[src/rtl/fetch_unit.sv]
`default_nettype none
// ============================================================================
//  Module      : fetch_unit
//  Description : Instruction fetch stage with a DEPTH-entry prefetch queue.
//                It reads a combinational instruction memory at fetch_pc,
//                queues {instr, pc} pairs, stops fetching once the halt word
//                is queued, and flushes and refetches on redirect.
//  Revision    : 1.0 - initial release
// ============================================================================
module fetch_unit #(
  parameter int                XLEN      = 32,
  parameter int                ADDR_W    = 32,
  parameter int                DEPTH     = 4,
  parameter logic [ADDR_W-1:0] RESET_PC  = '0,
  parameter logic [XLEN-1:0]   HALT_WORD = 32'hFFFF_FFFF
) (
  input  logic                       clock,
  input  logic                       reset,
  output logic [ADDR_W-1:0]          imem_addr,
  input  logic [XLEN-1:0]            imem_data,
  input  logic                       redirect_valid,
  input  logic [ADDR_W-1:0]          redirect_target,
  output logic                       out_valid,
  input  logic                       out_ready,
  output logic [XLEN-1:0]            out_instr,
  output logic [ADDR_W-1:0]          out_pc,
  output logic [$clog2(DEPTH+1)-1:0] occupancy,
  output logic                       halted
);

  localparam int                PTR_W      = $clog2(DEPTH);
  localparam int                CNT_W      = $clog2(DEPTH + 1);
  localparam logic [CNT_W-1:0]  C_DEPTH    = CNT_W'(DEPTH);
  localparam logic [ADDR_W-1:0] C_PC_STEP  = ADDR_W'(4);
  localparam logic [ADDR_W-1:0] C_ALIGN    = ~ADDR_W'(3);

  typedef enum logic [1:0] {
    ST_RUN       = 2'd0,
    ST_HALT_PEND = 2'd1,
    ST_HALTED    = 2'd2
  } state_t;

  state_t              state_q,    state_d;
  logic [ADDR_W-1:0]   fetch_pc_q, fetch_pc_d;
  logic [PTR_W-1:0]    wr_ptr_q,   wr_ptr_d;
  logic [PTR_W-1:0]    rd_ptr_q,   rd_ptr_d;
  logic [CNT_W-1:0]    count_q,    count_d;
  logic [XLEN-1:0]     instr_q [DEPTH];
  logic [XLEN-1:0]     instr_d [DEPTH];
  logic [ADDR_W-1:0]   pc_q    [DEPTH];
  logic [ADDR_W-1:0]   pc_d    [DEPTH];

  logic                pop;
  logic                push;

  // Output view of the queue head and status; head data is read straight from storage.
  always_comb begin
    imem_addr = fetch_pc_q;
    out_valid = (count_q != '0);
    out_instr = instr_q[rd_ptr_q];
    out_pc    = pc_q[rd_ptr_q];
    occupancy = count_q;
    halted    = (state_q == ST_HALTED);
  end

  // Handshake: a full queue may still accept a fetch when the head leaves the same edge.
  always_comb begin
    pop  = out_valid && out_ready;
    push = (state_q == ST_RUN) && ((count_q != C_DEPTH) || pop);
  end

  // Next-state logic for the queue, fetch PC and halt sequencing; redirect wins over everything.
  always_comb begin
    state_d    = state_q;
    fetch_pc_d = fetch_pc_q;
    wr_ptr_d   = wr_ptr_q;
    rd_ptr_d   = rd_ptr_q;
    count_d    = count_q;
    instr_d    = instr_q;
    pc_d       = pc_q;

    if (redirect_valid) begin
      // Any pop this edge is simply absorbed by the flush.
      state_d    = ST_RUN;
      fetch_pc_d = redirect_target & C_ALIGN;
      wr_ptr_d   = '0;
      rd_ptr_d   = '0;
      count_d    = '0;
    end else begin
      if (push) begin
        instr_d[wr_ptr_q] = imem_data;
        pc_d[wr_ptr_q]    = fetch_pc_q;
        wr_ptr_d          = wr_ptr_q + PTR_W'(1);
        fetch_pc_d        = fetch_pc_q + C_PC_STEP;
        if (imem_data == HALT_WORD) begin
          state_d = ST_HALT_PEND;
        end
      end
      if (pop) begin
        rd_ptr_d = rd_ptr_q + PTR_W'(1);
        // The halt word is always the youngest entry, so it is the head only when it leaves.
        if ((state_q == ST_HALT_PEND) && (out_instr == HALT_WORD)) begin
          state_d = ST_HALTED;
        end
      end
      case ({push, pop})
        2'b10:   count_d = count_q + CNT_W'(1);
        2'b01:   count_d = count_q - CNT_W'(1);
        default: count_d = count_q;
      endcase
    end
  end

  // State and storage registers; reset clears everything including queue contents.
  always_ff @(posedge clock or negedge reset) begin
    if (!reset) begin
      state_q    <= ST_RUN;
      fetch_pc_q <= RESET_PC;
      wr_ptr_q   <= '0;
      rd_ptr_q   <= '0;
      count_q    <= '0;
      for (int i = 0; i < DEPTH; i++) begin
        instr_q[i] <= '0;
        pc_q[i]    <= '0;
      end
    end else begin
      state_q    <= state_d;
      fetch_pc_q <= fetch_pc_d;
      wr_ptr_q   <= wr_ptr_d;
      rd_ptr_q   <= rd_ptr_d;
      count_q    <= count_d;
      instr_q    <= instr_d;
      pc_q       <= pc_d;
    end
  end

endmodule
`default_nettype wire

[config.mk]
export PLATFORM = sky130hd
export DESIGN_NAME = fetch_unit
export DESIGN_NICKNAME = d
export VERILOG_FILES = /design/src/rtl/fetch_unit.sv
export SDC_FILE = /design/constraint.sdc
export NUM_CORES = 1
export LEC_CHECK = 0
export CORE_UTILIZATION = 39
export DETAILED_ROUTE_END_ITERATION = 6
export GPL_TIMING_DRIVEN = 0
export HOLD_SLACK_MARGIN = 0.06
export MAX_ROUTING_LAYER = met4
export SYNTH_ARGS = -nofsm -noshare
export SYNTH_HDL_FRONTEND = slang
export SYNTH_SLANG_ARGS = --single-unit
[constraint.sdc]
create_clock -name clock -period 5.05 [get_ports clock]
set_input_delay 1.2625 -clock clock [delete_from_list [all_inputs] [get_ports clock]]
set_output_delay 1.2625 -clock clock [all_outputs]
set_load 0.02 [all_outputs]
==> After elaboration in Yosys (flattened, before gate mapping) <==
Index checks and enable logic that the tools add are counted.
{ "word_totals": {"ff_bits": 297, "out_inout_bits": 101, "elab_cells": 65} }
{ "op_classes": {"addsub": 5, "magnitude_cmp": 3, "eq_ne": 7, "n_mux": 23, "bitwise_logic": 3, "reduce_logical": 11} }
{ "op_table": {"columns": ["operator", "count"], "rows": [
  ["$bwmux 128", 2],
  ["$mux 32", 7],
  ["$bmux 32 s2", 2],
  ["$demux 32 s2", 1],
  ["$eq 32x32->1 const B", 2],
  ["$add 32x3->32 const B", 1],
  ["$mux 2", 9],
  ["$ge 3x3->1 const B", 2],
  ["$not 2->3", 2],
  ["$pmux 3 s2", 1],
  ["$reduce_bool 3->1", 2],
  ["$add 2x1->2 const B", 2],
  ["$eq 2x1->1 const B", 2],
  ["$eq 2x2->1 const B", 2],
  ["$logic_and 1x1->1", 4],
  ["$reduce_bool 2->1", 2],
  ["$add 3x1->3 const B", 1],
  ["$lt 3x1->1 const B", 1],
  ["$mux 3", 1],
  ["$ne 3x3->1 const B", 1],
  ["$sub 3x1->3 const B", 1],
  ["$logic_not 2->1", 1],
  ["$reduce_and 2->1", 1],
  ["$logic_or 1x1->1", 1],
  ["$not 1->1", 1]
]} }

==> Longest topological paths before layout <==
Gate-level depths: netlist of run 1.
{ "depth": {"word_depth": 9, "depth_mapped": 8} }

==> Worst setup path after synthesis of run 1 <==
No wires, ideal clock.
{ "synth_timing": {"path_type": "flip-flop to output port", "start": "register rd_ptr_q[0]", "end": "output out_pc[10]", "t_arrival_ns": 1.769, "required_ns": 3.788, "slack_ns": 2.018, "path_stages_with_launch": 5, "path_cell_list": "dfrtp_1 buf_2 buf_2 buf_2 mux4_2"} }
{ "synth_between": {"elab_chain_len": 4} }
{ "synth_lines": {"columns": ["element", "line", "text"], "rows": [
  ["start, declared", "46", "logic [PTR_W-1:0] rd_ptr_q, rd_ptr_d;"],
  ["start signal, assigned", "130", "rd_ptr_q <= rd_ptr_d;"],
  ["$not 2->3 (implied by the code)", "61", "out_pc = pc_q[rd_ptr_q];"],
  ["$bmux 32 s2", "61", null],
  ["$mux 32 (implied by the code) (2 in a row)", "61", null],
  ["end, declared", "26", "output logic [ADDR_W-1:0] out_pc,"]
]} }
No other way between the ends. The select of a mux whose other input is x is not followed.

==> Final worst setup path of run 1 <==
{ "layout_timing": {"start": "register rd_ptr_q[1]", "end": "output out_pc[29]"} }
Same word-level chain as after synthesis.

==> impl_metrics.xml, run 1 <==
<?xml version="1.0" encoding="UTF-8"?>
<metrics>
  <group name="layout">
    <metric name="regArea" unit="um^2">7182</metric>
    <metric name="layout_common_cells" unit="">dfrtp_1 (287), mux2_2 (236), clkdlybuf4s50_1 (160)</metric>
    <metric name="final_net_count" unit="">1166</metric>
    <metric name="fill_cells" unit="">2889</metric>
    <metric name="antenna_cells" unit="">0</metric>
    <metric name="area_growth" unit="%">25.76</metric>
    <metric name="mostFrequentLayoutCell" unit="">dfrtp_1</metric>
    <metric name="final_design_area_no_fill" unit="um^2">16290</metric>
    <metric name="final_core_utilization" unit="%">49.93</metric>
    <metric name="multi_input_comb_area" unit="um^2">5440</metric>
    <metric name="post_route_cells_drive_above_1_share" unit="%">36.02</metric>
    <metric name="post_route_insts_no_fill" unit="">1558</metric>
  </group>
  <group name="sta">
    <metric name="finalHoldViolations" unit="">0</metric>
    <metric name="finClkSkew" unit="ns">0.01055</metric>
    <metric name="period_share" unit="%">93.25</metric>
    <metric name="timing.fmax" unit="MHz">212.4</metric>
    <metric name="final-max-slew-violation-count" unit="">0</metric>
    <metric name="worst_slew_pin_slew" unit="ns">0.8939</metric>
    <metric name="setup_repair_after_global_routing_missed_its_margin" unit="">no</metric>
    <metric name="relSlewSlack" unit="%">39.90</metric>
    <metric name="period_minus_slack" unit="ns">4.709</metric>
    <metric name="worst_slack" unit="ns">0.3409</metric>
    <metric name="setup_viol" unit="">0</metric>
  </group>
  <group name="setup_path">
    <metric name="worst-r2r-cell-count" unit="">7</metric>
    <metric name="worst_r2r_startpoint" unit="">rd_ptr_q[1]</metric>
    <metric name="reg2reg_slack" unit="ns">2.33</metric>
    <metric name="critical_path_arrival" unit="ns">3.45</metric>
    <metric name="cp-startpoint" unit="">rd_ptr_q[1]</metric>
    <metric name="rr_endpoint" unit="">state_q[0]</metric>
    <metric name="worst_setup_path_start_kind" unit="">flip-flop</metric>
    <metric name="endpoint_kind" unit="">primary output</metric>
    <metric name="worstPathRequired" unit="ns">3.79</metric>
    <metric name="timing_worst_setup_path_type" unit="">reg -&gt; out</metric>
    <metric name="timing.critical_path.fanout_max" unit="">10</metric>
    <metric name="worst_setup_path_endpoint" unit="">out_pc[29]</metric>
  </group>
  <group name="global_route">
    <metric name="grt_overflow" unit="">0</metric>
    <metric name="grt_use_total" unit="%">19.91</metric>
    <metric name="grt_antenna_before_repair" unit="">0</metric>
    <metric name="grt_first_pass_wirelength" unit="mm">50.39</metric>
    <metric name="grt_max_degree" unit="">120</metric>
    <metric name="grt_pass1_vias" unit="">8727</metric>
  </group>
  <group name="routing">
    <metric name="post_route_antenna_net_violation_count" unit="">0</metric>
    <metric name="route.vias.total" unit="">8194</metric>
    <metric name="initialDrtViolationCount" unit="">456</metric>
    <metric name="drt-wirelength-per-cell" unit="um">20.30</metric>
    <metric name="drt-total-wl" unit="mm">31.62</metric>
    <metric name="detail_route.first_pass.iterations" unit="">4</metric>
    <metric name="via_per_inst" unit="">5.259</metric>
    <metric name="remaining_drc_errors" unit="">0</metric>
  </group>
  <group name="cts">
    <metric name="cts-root-to-sink-buffers" unit="">3</metric>
    <metric name="worst_skew_pair.late_latency" unit="ns">0.55</metric>
    <metric name="clock_sinks" unit="">287</metric>
    <metric name="cts_repair_resize_count" unit="">0</metric>
    <metric name="clk_pin_slew_worst_paths" unit="ns">0.06</metric>
    <metric name="cts_max_level" unit="">1</metric>
    <metric name="clockRootBuffer" unit="">clkbuf_16</metric>
    <metric name="tritoncts" unit="">built</metric>
    <metric name="cts_buffers" unit="">31</metric>
    <metric name="postCtsHoldBufs" unit="">0</metric>
    <metric name="post-cts-setup-buffer-count" unit="">0</metric>
  </group>
  <group name="floorplanning">
    <metric name="dieWidth" unit="um">184.2</metric>
    <metric name="design.core.area" unit="um^2">32620</metric>
    <metric name="die_height" unit="um">184.2</metric>
    <metric name="placementRows" unit="">66</metric>
    <metric name="ios" unit="">169</metric>
    <metric name="initial_utilization" unit="%">39.70</metric>
    <metric name="die_area" unit="um^2">33940</metric>
  </group>
  <group name="outcome">
    <metric name="outcome" unit="">finished clean</metric>
  </group>
  <group name="power">
    <metric name="totalPowerFinal" unit="uW">9585</metric>
    <metric name="vdd_ir_drop_max" unit="mV">0.3755</metric>
    <metric name="p_leak" unit="uW">0.006682</metric>
    <metric name="cellPowerDensity" unit="nW/um^2">588.5</metric>
  </group>
  <group name="logic_synthesis">
    <metric name="synth.yosys.warnings" unit="">0</metric>
    <metric name="proportion_of_synthesized_chip_area_in_sequential_cells" unit="%">55.46</metric>
    <metric name="mean_instance_size_in_the_synthesized_netlist" unit="um^2">14.50</metric>
    <metric name="ys_types" unit="">36</metric>
    <metric name="post_synth_instance_area" unit="um^2">12950</metric>
    <metric name="syn-instance-count" unit="">893</metric>
    <metric name="synth-seq-cells" unit="">287</metric>
  </group>
  <group name="job">
    <metric name="max_cap_violations" unit="">0</metric>
  </group>
  <group name="place">
    <metric name="pre_cts_ws" unit="ns">0.6543</metric>
    <metric name="placement.cell_area" unit="um^2">15190</metric>
    <metric name="port_buffers" unit="">161</metric>
    <metric name="gp_congestion" unit="">0.7826</metric>
    <metric name="dp.cells" unit="">1501</metric>
    <metric name="post-dp-hpwl" unit="mm">21.97</metric>
  </group>
  <group name="min_path">
    <metric name="class_of_the_worst_hold_path" unit="">reg -&gt; reg</metric>
  </group>
</metrics>
[critical path: stages (launching register included)]
cell,delay (ns)
dfrtp_1,0.33
clkbuf_1,0.44
clkbuf_2,0.46
clkbuf_1,0.66
mux4_2,0.45
clkdlybuf4s50_1,0.56
[state kept, by name, summed over array words and instances, names as in the netlist]
register and cells:
instr_q 128, pc_q 120, wr_ptr_q 2, occupancy 3
state_q 2, imem_addr 30, rd_ptr_q 2
[cell families after synthesis]
logic type	after synthesis	synth area share, %
AND/OR/NAND/NOR	144	5.643
flip-flops	287	55.46
XOR/XNOR	30	2.029
AO/OA/AOI/OAI	52	2.125
adder cells (fa/ha/maj)	6	0.6377
multiplexers	300	31.46
other	1	0.02896
buffers and inverters	73	2.618
[area by class of cell]
cell class | instances | area share (%)
clock inverter | 11 | 0.9527
sequential | 287 | 44.10
timing repair buffer | 163 | 10.26
clock buffer | 46 | 5.785
tap | 442 | 3.396
multi-input combinational | 536 | 33.41
buffer | 65 | 1.913
inverter | 8 | 0.1844
[how the worst min path moves through the flow]
stage                  start  endpoint  slack [ns]  cells past startpoint
CTS                 pc_q[19]  pc_q[19]        0.48                      2
floorplan           pc_q[41]  pc_q[41]        0.44                      2
finish              pc_q[19]  pc_q[19]        0.48                      2
global placement    pc_q[76]  pc_q[76]        0.46                      2
detailed placement  pc_q[19]  pc_q[19]        0.47                      2
global route        pc_q[83]  pc_q[83]        0.51                      2
[cells in the mapped netlist]
cell type	count	share of area, %
or4_1	2	0.12
o21ai_0	40	1.5
xnor2_1	23	1.6
or3_1	5	0.24
mux2_2	236	21
ha_1	5	0.48
a31oi_1	5	0.24
fa_1	1	0.15
a31o_2	1	0.068
and4_1	3	0.20
nand4_1	18	0.87
a21oi_1	3	0.12
buf_2	40	1.5
and2_1	2	0.097
dfrtp_1	287	55
or2_1	1	0.048
conb_1	1	0.029
or4b_1	1	0.077
clkbuf_1	17	0.49
clkinv_1	1	0.029
o21ai_1	1	0.039
nand2_1	53	1.5
o31ai_1	2	0.12
mux2i_1	2	0.15
buf_1	4	0.12
mux4_2	62	11
inv_1	7	0.20
nor2_1	19	0.55
and3_1	7	0.34
nor4_1	13	0.63
nor3_1	7	0.27
nor4bb_1	1	0.077
nand4_4	1	0.16
nand3_1	11	0.43
buf_4	4	0.23
xor2_1	7	0.47
[per-layer routing]
layer	up-vias	wire length [um]	track usage, %
met5	-	0	-
li1	3675	-	-
met4	0	459	3.567
met2	180	14990	31.65
met3	36	1731	3.399
met1	4303	14450	27.14
[power breakdown]
group | switching [uW] | internal [uW]
Combinational | 1550 | 1950
Clock | 902 | 1480
Sequential | 471 | 3230
Total | 2930 | 6660
[metrics by stage]
step	setup TNS, ns	hold WS [ns]
finish	0	0.4780
CTS	0	0.4780
global placement	-2867.40	0.4565
global route	0	0.5071
detailed placement	0	0.4652
floorplan	0	0.4446
Power figures use the tool's default switching activity.
==> run 2, diff against run 1 <==
clock period = 5.7 ns   (was 5.05 ns; I/O delays follow)
==> impl_metrics.xml, run 2 (synthesized netlist as in run 1, its figures left out) <==
<?xml version="1.0" encoding="UTF-8"?>
<metrics>
  <group name="place">
    <metric name="port_buffers" unit="">161</metric>
    <metric name="pre_cts_ws" unit="ns">1.142</metric>
    <metric name="gp_congestion" unit="">0.7826</metric>
    <metric name="post-dp-hpwl" unit="mm">21.97</metric>
    <metric name="placement.cell_area" unit="um^2">15190</metric>
  </group>
  <group name="power">
    <metric name="totalPowerFinal" unit="uW">8493</metric>
    <metric name="clockPowerShare" unit="%">24.9</metric>
    <metric name="switchingPower" unit="uW">2594</metric>
    <metric name="p_leak" unit="uW">0.006675</metric>
    <metric name="vdd_ir_drop_max" unit="mV">0.3327</metric>
    <metric name="internal_power" unit="uW">5899</metric>
    <metric name="p_seq_share" unit="%">38.6</metric>
    <metric name="power.share.combinational" unit="%">36.6</metric>
    <metric name="power.share.switching" unit="%">30.54</metric>
    <metric name="cellPowerDensity" unit="nW/um^2">521.6</metric>
  </group>
  <group name="sta">
    <metric name="timing.fmax" unit="MHz">194.7</metric>
    <metric name="period_share" unit="%">90.09</metric>
    <metric name="finalHoldViolations" unit="">0</metric>
    <metric name="worst_slack" unit="ns">0.5651</metric>
    <metric name="final-max-slew-violation-count" unit="">0</metric>
    <metric name="setup_repair_after_global_routing_missed_its_margin" unit="">no</metric>
    <metric name="period_minus_slack" unit="ns">5.135</metric>
    <metric name="worst_slew_pin_slew" unit="ns">0.8955</metric>
    <metric name="finClkSkew" unit="ns">0.01032</metric>
    <metric name="relSlewSlack" unit="%">39.79</metric>
    <metric name="setup_viol" unit="">0</metric>
    <metric name="finalHoldWorstSlack" unit="ns">0.4780</metric>
  </group>
  <group name="routing">
    <metric name="route.vias.total" unit="">8198</metric>
    <metric name="drt-total-wl" unit="mm">31.64</metric>
    <metric name="remaining_drc_errors" unit="">0</metric>
    <metric name="drt-wirelength-per-cell" unit="um">20.31</metric>
    <metric name="via_per_inst" unit="">5.262</metric>
    <metric name="post_route_antenna_net_violation_count" unit="">0</metric>
    <metric name="detail_route.first_pass.iterations" unit="">4</metric>
    <metric name="initialDrtViolationCount" unit="">465</metric>
  </group>
  <group name="floorplanning">
    <metric name="design.core.area" unit="um^2">32620</metric>
    <metric name="placementRows" unit="">66</metric>
    <metric name="ios" unit="">169</metric>
    <metric name="initial_utilization" unit="%">39.70</metric>
    <metric name="die_area" unit="um^2">33940</metric>
    <metric name="die_height" unit="um">184.2</metric>
    <metric name="dieWidth" unit="um">184.2</metric>
  </group>
  <group name="setup_path">
    <metric name="cp_cell_sequence" unit="">clkbuf_1 &gt; buf_1 &gt; clkbuf_1 &gt; mux4_2 &gt; clkdlybuf4s50_1</metric>
    <metric name="worst_path_max_stage_delay" unit="ns">0.70</metric>
    <metric name="critPathSlowestCell" unit="">buf_1</metric>
    <metric name="timing_worst_setup_path_type" unit="">reg -&gt; out</metric>
    <metric name="worst-r2r-cell-count" unit="">7</metric>
    <metric name="worstPathRequired" unit="ns">4.28</metric>
    <metric name="worst_setup_path_start_kind" unit="">flip-flop</metric>
    <metric name="timing.critical_path.fanout_max" unit="">10</metric>
    <metric name="worst_path_most_repeated_cell" unit="">clkbuf_1</metric>
    <metric name="critical_path_arrival" unit="ns">3.71</metric>
    <metric name="endpoint_kind" unit="">primary output</metric>
  </group>
  <group name="cts">
    <metric name="cts_repair_resize_count" unit="">0</metric>
    <metric name="cts_buffers" unit="">31</metric>
    <metric name="clock_sinks" unit="">287</metric>
    <metric name="cts_max_level" unit="">1</metric>
    <metric name="post-cts-setup-buffer-count" unit="">0</metric>
    <metric name="worst_skew_pair.late_latency" unit="ns">0.55</metric>
    <metric name="tritoncts" unit="">built</metric>
    <metric name="clockRootBuffer" unit="">clkbuf_16</metric>
    <metric name="clk_pin_slew_worst_paths" unit="ns">0.06</metric>
    <metric name="postCtsHoldBufs" unit="">0</metric>
    <metric name="cts-root-to-sink-buffers" unit="">3</metric>
  </group>
  <group name="layout">
    <metric name="final_core_utilization" unit="%">49.92</metric>
    <metric name="post_route_cells_drive_above_1_share" unit="%">35.84</metric>
    <metric name="largest_register_ffs" unit="">128</metric>
    <metric name="antenna_cells" unit="">0</metric>
    <metric name="area_growth" unit="%">25.74</metric>
    <metric name="max_flop_register" unit="">instr_q</metric>
    <metric name="final_design_area_no_fill" unit="um^2">16280</metric>
    <metric name="final_net_count" unit="">1166</metric>
    <metric name="mostFrequentLayoutCell" unit="">dfrtp_1</metric>
    <metric name="layout_common_cells" unit="">dfrtp_1 (287), mux2_2 (236), clkdlybuf4s50_1 (160)</metric>
  </group>
  <group name="outcome">
    <metric name="outcome" unit="">finished clean</metric>
  </group>
  <group name="global_route">
    <metric name="grt_overflow" unit="">0</metric>
    <metric name="grt_use_total" unit="%">19.91</metric>
    <metric name="grt_pass1_vias" unit="">8727</metric>
    <metric name="grt_first_pass_wirelength" unit="mm">50.39</metric>
    <metric name="grt_max_degree" unit="">120</metric>
    <metric name="grt_antenna_before_repair" unit="">0</metric>
  </group>
  <group name="job">
    <metric name="max_cap_violations" unit="">0</metric>
  </group>
  <group name="min_path">
    <metric name="class_of_the_worst_hold_path" unit="">reg -&gt; reg</metric>
    <metric name="whs_path_depth" unit="">2</metric>
  </group>
</metrics>
==> run 2: per-layer routing <==
metal	up-vias	GRT usage (%)	share of wire (%)
met5	-	-	0
met4	0	3.567	1.5
met3	38	3.399	5.3
met2	182	31.65	47
met1	4303	27.14	46
li1	3675	-	-
==> run 2: metrics by stage <==
step | instances | setup TNS [ns]
finish | 1558 | 0
global route | 1558 | 0
CTS | 1558 | 0
detailed placement | 1501 | 0
global placement | 1499 | -2727.48
floorplan | 896 | 0
==> run 2: area by class of cell <==
type | instances | area [um^2]
Clock inverter | 11 | 155.1
Fill cell | 2887 | 16340
Timing Repair Buffer | 163 | 1672
Clock buffer | 46 | 942.2
Sequential cell | 287 | 7182
Inverter | 8 | 30.03
Buffer | 65 | 309.0
Multi-Input combinational cell | 536 | 5440
Tap cell | 442 | 553.0
==> run 2: worst paths after layout <==
check / startpoint / endpoint / slack [ns]
min in group asynchronous: reset / pc_q[103] / 0.79
worst min-delay path: pc_q[19] / pc_q[19] / 0.48
max in group asynchronous: reset / instr_q[74] / 3.97
worst min register to register: pc_q[19] / pc_q[19] / 0.48
worst max register to register: rd_ptr_q[1] / state_q[0] / 2.97
worst max-delay path: rd_ptr_q[1] / out_pc[29] / 0.57
==> run 2: worst max-delay path: cells and delay by family, from the launching register on <==
| family | cells | cell delay [ns] |
|---|---|---|
| multiplexers | 1 | 0.45 |
| buffers and inverters | 4 | 2.38 |
| flip-flops | 1 | 0.33 |
==> run 2: power by group through the flow <==
stage	combinational, uW	sequential [uW]	clock (uW)
floorplan	1990	3190	0
global placement	3090	3290	0
detailed placement	3130	3300	0
CTS	3150	3270	2160
global route	3320	3380	2250
finish	3100	3270	2110
==> run 3, diff against run 2 <==
CAP_MARGIN = 25   (was not set)
PLACE_DENSITY_LB_ADDON = 0.15   (was not set)
TNS_END_PERCENT = 10   (was not set)
==> impl_metrics.xml, run 3 (synthesized netlist as in run 1, its figures left out) <==
<?xml version="1.0" encoding="UTF-8"?>
<metrics>
  <group name="outcome">
    <metric name="outcome" unit="">finished clean</metric>
  </group>
  <group name="layout">
    <metric name="largest_register_ffs" unit="">128</metric>
    <metric name="final_net_count" unit="">1167</metric>
    <metric name="post_route_cells_drive_above_1_share" unit="%">35.99</metric>
    <metric name="final_core_utilization" unit="%">49.90</metric>
    <metric name="post_route_insts_no_fill" unit="">1560</metric>
    <metric name="mostFrequentLayoutCell" unit="">dfrtp_1</metric>
    <metric name="area_growth" unit="%">25.68</metric>
    <metric name="layout_common_cells" unit="">dfrtp_1 (287), mux2_2 (236), clkdlybuf4s50_1 (160)</metric>
    <metric name="max_flop_register" unit="">instr_q</metric>
    <metric name="final_design_area_no_fill" unit="um^2">16280</metric>
  </group>
  <group name="routing">
    <metric name="remaining_drc_errors" unit="">0</metric>
    <metric name="drt-wirelength-per-cell" unit="um">20.72</metric>
    <metric name="post_route_antenna_net_violation_count" unit="">0</metric>
    <metric name="detail_route.first_pass.iterations" unit="">4</metric>
    <metric name="via_per_inst" unit="">5.200</metric>
    <metric name="initialDrtViolationCount" unit="">396</metric>
    <metric name="route.vias.total" unit="">8112</metric>
    <metric name="drt-total-wl" unit="mm">32.33</metric>
  </group>
  <group name="sta">
    <metric name="period_minus_slack" unit="ns">5.103</metric>
    <metric name="timing.fmax" unit="MHz">196.0</metric>
    <metric name="finalHoldViolations" unit="">0</metric>
    <metric name="tns" unit="ns">0</metric>
    <metric name="setup_viol" unit="">0</metric>
    <metric name="worst_slack" unit="ns">0.5971</metric>
    <metric name="period_share" unit="%">89.52</metric>
    <metric name="worst_slew_pin_slew" unit="ns">0.9480</metric>
    <metric name="finClkSkew" unit="ns">0.01072</metric>
    <metric name="setup_repair_after_global_routing_missed_its_margin" unit="">no</metric>
    <metric name="final-max-slew-violation-count" unit="">0</metric>
    <metric name="relSlewSlack" unit="%">36.26</metric>
  </group>
  <group name="setup_path">
    <metric name="buf_inv_on_cp" unit="">4</metric>
    <metric name="critPathSlowestCell" unit="">clkbuf_1</metric>
    <metric name="worstPathRequired" unit="ns">4.28</metric>
    <metric name="worst_path_max_stage_delay" unit="ns">0.67</metric>
    <metric name="worst_setup_path_start_kind" unit="">flip-flop</metric>
    <metric name="endpoint_kind" unit="">primary output</metric>
    <metric name="cpLargestDelayFamily" unit="">buffers and inverters</metric>
    <metric name="cp_cell_sequence" unit="">clkbuf_1 &gt; buf_1 &gt; clkbuf_1 &gt; mux4_2 &gt; clkdlybuf4s50_1</metric>
    <metric name="critical_path_arrival" unit="ns">3.68</metric>
    <metric name="timing_worst_setup_path_type" unit="">reg -&gt; out</metric>
    <metric name="timing.critical_path.fanout_max" unit="">10</metric>
    <metric name="worst_path_most_repeated_cell" unit="">clkbuf_1</metric>
  </group>
  <group name="floorplanning">
    <metric name="die_height" unit="um">184.2</metric>
    <metric name="dieWidth" unit="um">184.2</metric>
    <metric name="initial_utilization" unit="%">39.70</metric>
    <metric name="design.core.area" unit="um^2">32620</metric>
    <metric name="placementRows" unit="">66</metric>
    <metric name="die_area" unit="um^2">33940</metric>
    <metric name="ios" unit="">169</metric>
  </group>
  <group name="global_route">
    <metric name="grt.met2_usage" unit="%">32.11</metric>
    <metric name="grt_antenna_before_repair" unit="">0</metric>
    <metric name="grt_overflow" unit="">0</metric>
    <metric name="grt_use_total" unit="%">20.30</metric>
    <metric name="use_met1" unit="%">28.05</metric>
    <metric name="grt_max_degree" unit="">92</metric>
    <metric name="busiest_layer" unit="">met2</metric>
    <metric name="grt_first_pass_wirelength" unit="mm">50.94</metric>
    <metric name="grt_util_met3" unit="%">2.964</metric>
    <metric name="grt_pass1_vias" unit="">8579</metric>
  </group>
  <group name="place">
    <metric name="post-dp-hpwl" unit="mm">22.33</metric>
    <metric name="gp_congestion" unit="">0.7643</metric>
    <metric name="pre_cts_ws" unit="ns">1.087</metric>
    <metric name="dp.cells" unit="">1502</metric>
    <metric name="port_buffers" unit="">161</metric>
    <metric name="placement.cell_area" unit="um^2">15210</metric>
  </group>
  <group name="cts">
    <metric name="post-cts-setup-buffer-count" unit="">0</metric>
    <metric name="clk_pin_slew_worst_paths" unit="ns">0.06</metric>
    <metric name="tritoncts" unit="">built</metric>
    <metric name="clockRootBuffer" unit="">clkbuf_16</metric>
    <metric name="cts-root-to-sink-buffers" unit="">3</metric>
    <metric name="cts_max_level" unit="">1</metric>
    <metric name="worst_skew_pair.late_latency" unit="ns">0.55</metric>
    <metric name="cts_repair_resize_count" unit="">0</metric>
    <metric name="clock_sinks" unit="">287</metric>
    <metric name="postCtsHoldBufs" unit="">0</metric>
    <metric name="cts_buffers" unit="">31</metric>
  </group>
  <group name="power">
    <metric name="p_leak" unit="uW">0.006651</metric>
    <metric name="cellPowerDensity" unit="nW/um^2">518.1</metric>
    <metric name="vdd_ir_drop_max" unit="mV">0.3289</metric>
  </group>
  <group name="job">
    <metric name="max_cap_violations" unit="">0</metric>
  </group>
  <group name="min_path">
    <metric name="class_of_the_worst_hold_path" unit="">reg -&gt; reg</metric>
  </group>
</metrics>
run 3: through the flow:
stage          hold slack, ns  total power, uW
6_report               0.4747             8432
5_1_grt                0.5032             8876
4_1_cts                0.4807             8539
3_5_place_dp           0.4665             6441
3_3_place_gp           0.4581             6381
2_1_floorplan          0.4446             5188
run 3: path summary, 6_finish.rpt:
check | start | to | slack (ns) | cells after the start
setup / recovery | rd_ptr_q[1] | out_pc[9] | 0.60 | 5
hold / removal | pc_q[41] | pc_q[41] | 0.47 | 2
setup reg to reg | rd_ptr_q[1] | state_q[0] | 2.88 | 7
hold reg to reg | pc_q[41] | pc_q[41] | 0.47 | 2
max in group asynchronous | reset | instr_q[8] | 4.10 | 2
min in group asynchronous | reset | pc_q[103] | 0.78 | 1
run 3: routing by layer:
layer / up-vias / wire, um
met5: - / 0
met4: 0 / 459
met3: 36 / 1383
met2: 165 / 15180
met1: 4237 / 15310
li1: 3674 / -
run 3: worst min-delay path: stages, from the launching register on:
cell and delay [ns]:
dfrtp_1 0.34, nand2_1 0.04, o21ai_0 0.06
run 3: report_power, final:
part	switching [uW]	internal, uW	total [uW]
registers	413	2860	3270
logic	1370	1730	3100
clock network	833	1230	2070
run 3: cell type report:
class / count / area [um^2]
antenna: 1 / 2.502
buffer: 65 / 309.0
clock buffer: 42 / 897.1
clock inverter: 15 / 162.7
fill: 2866 / 16340
inverter: 8 / 30.03
multi-input combinational: 536 / 5440
sequential: 287 / 7182
tap: 442 / 553.0
timing repair buffer: 164 / 1699
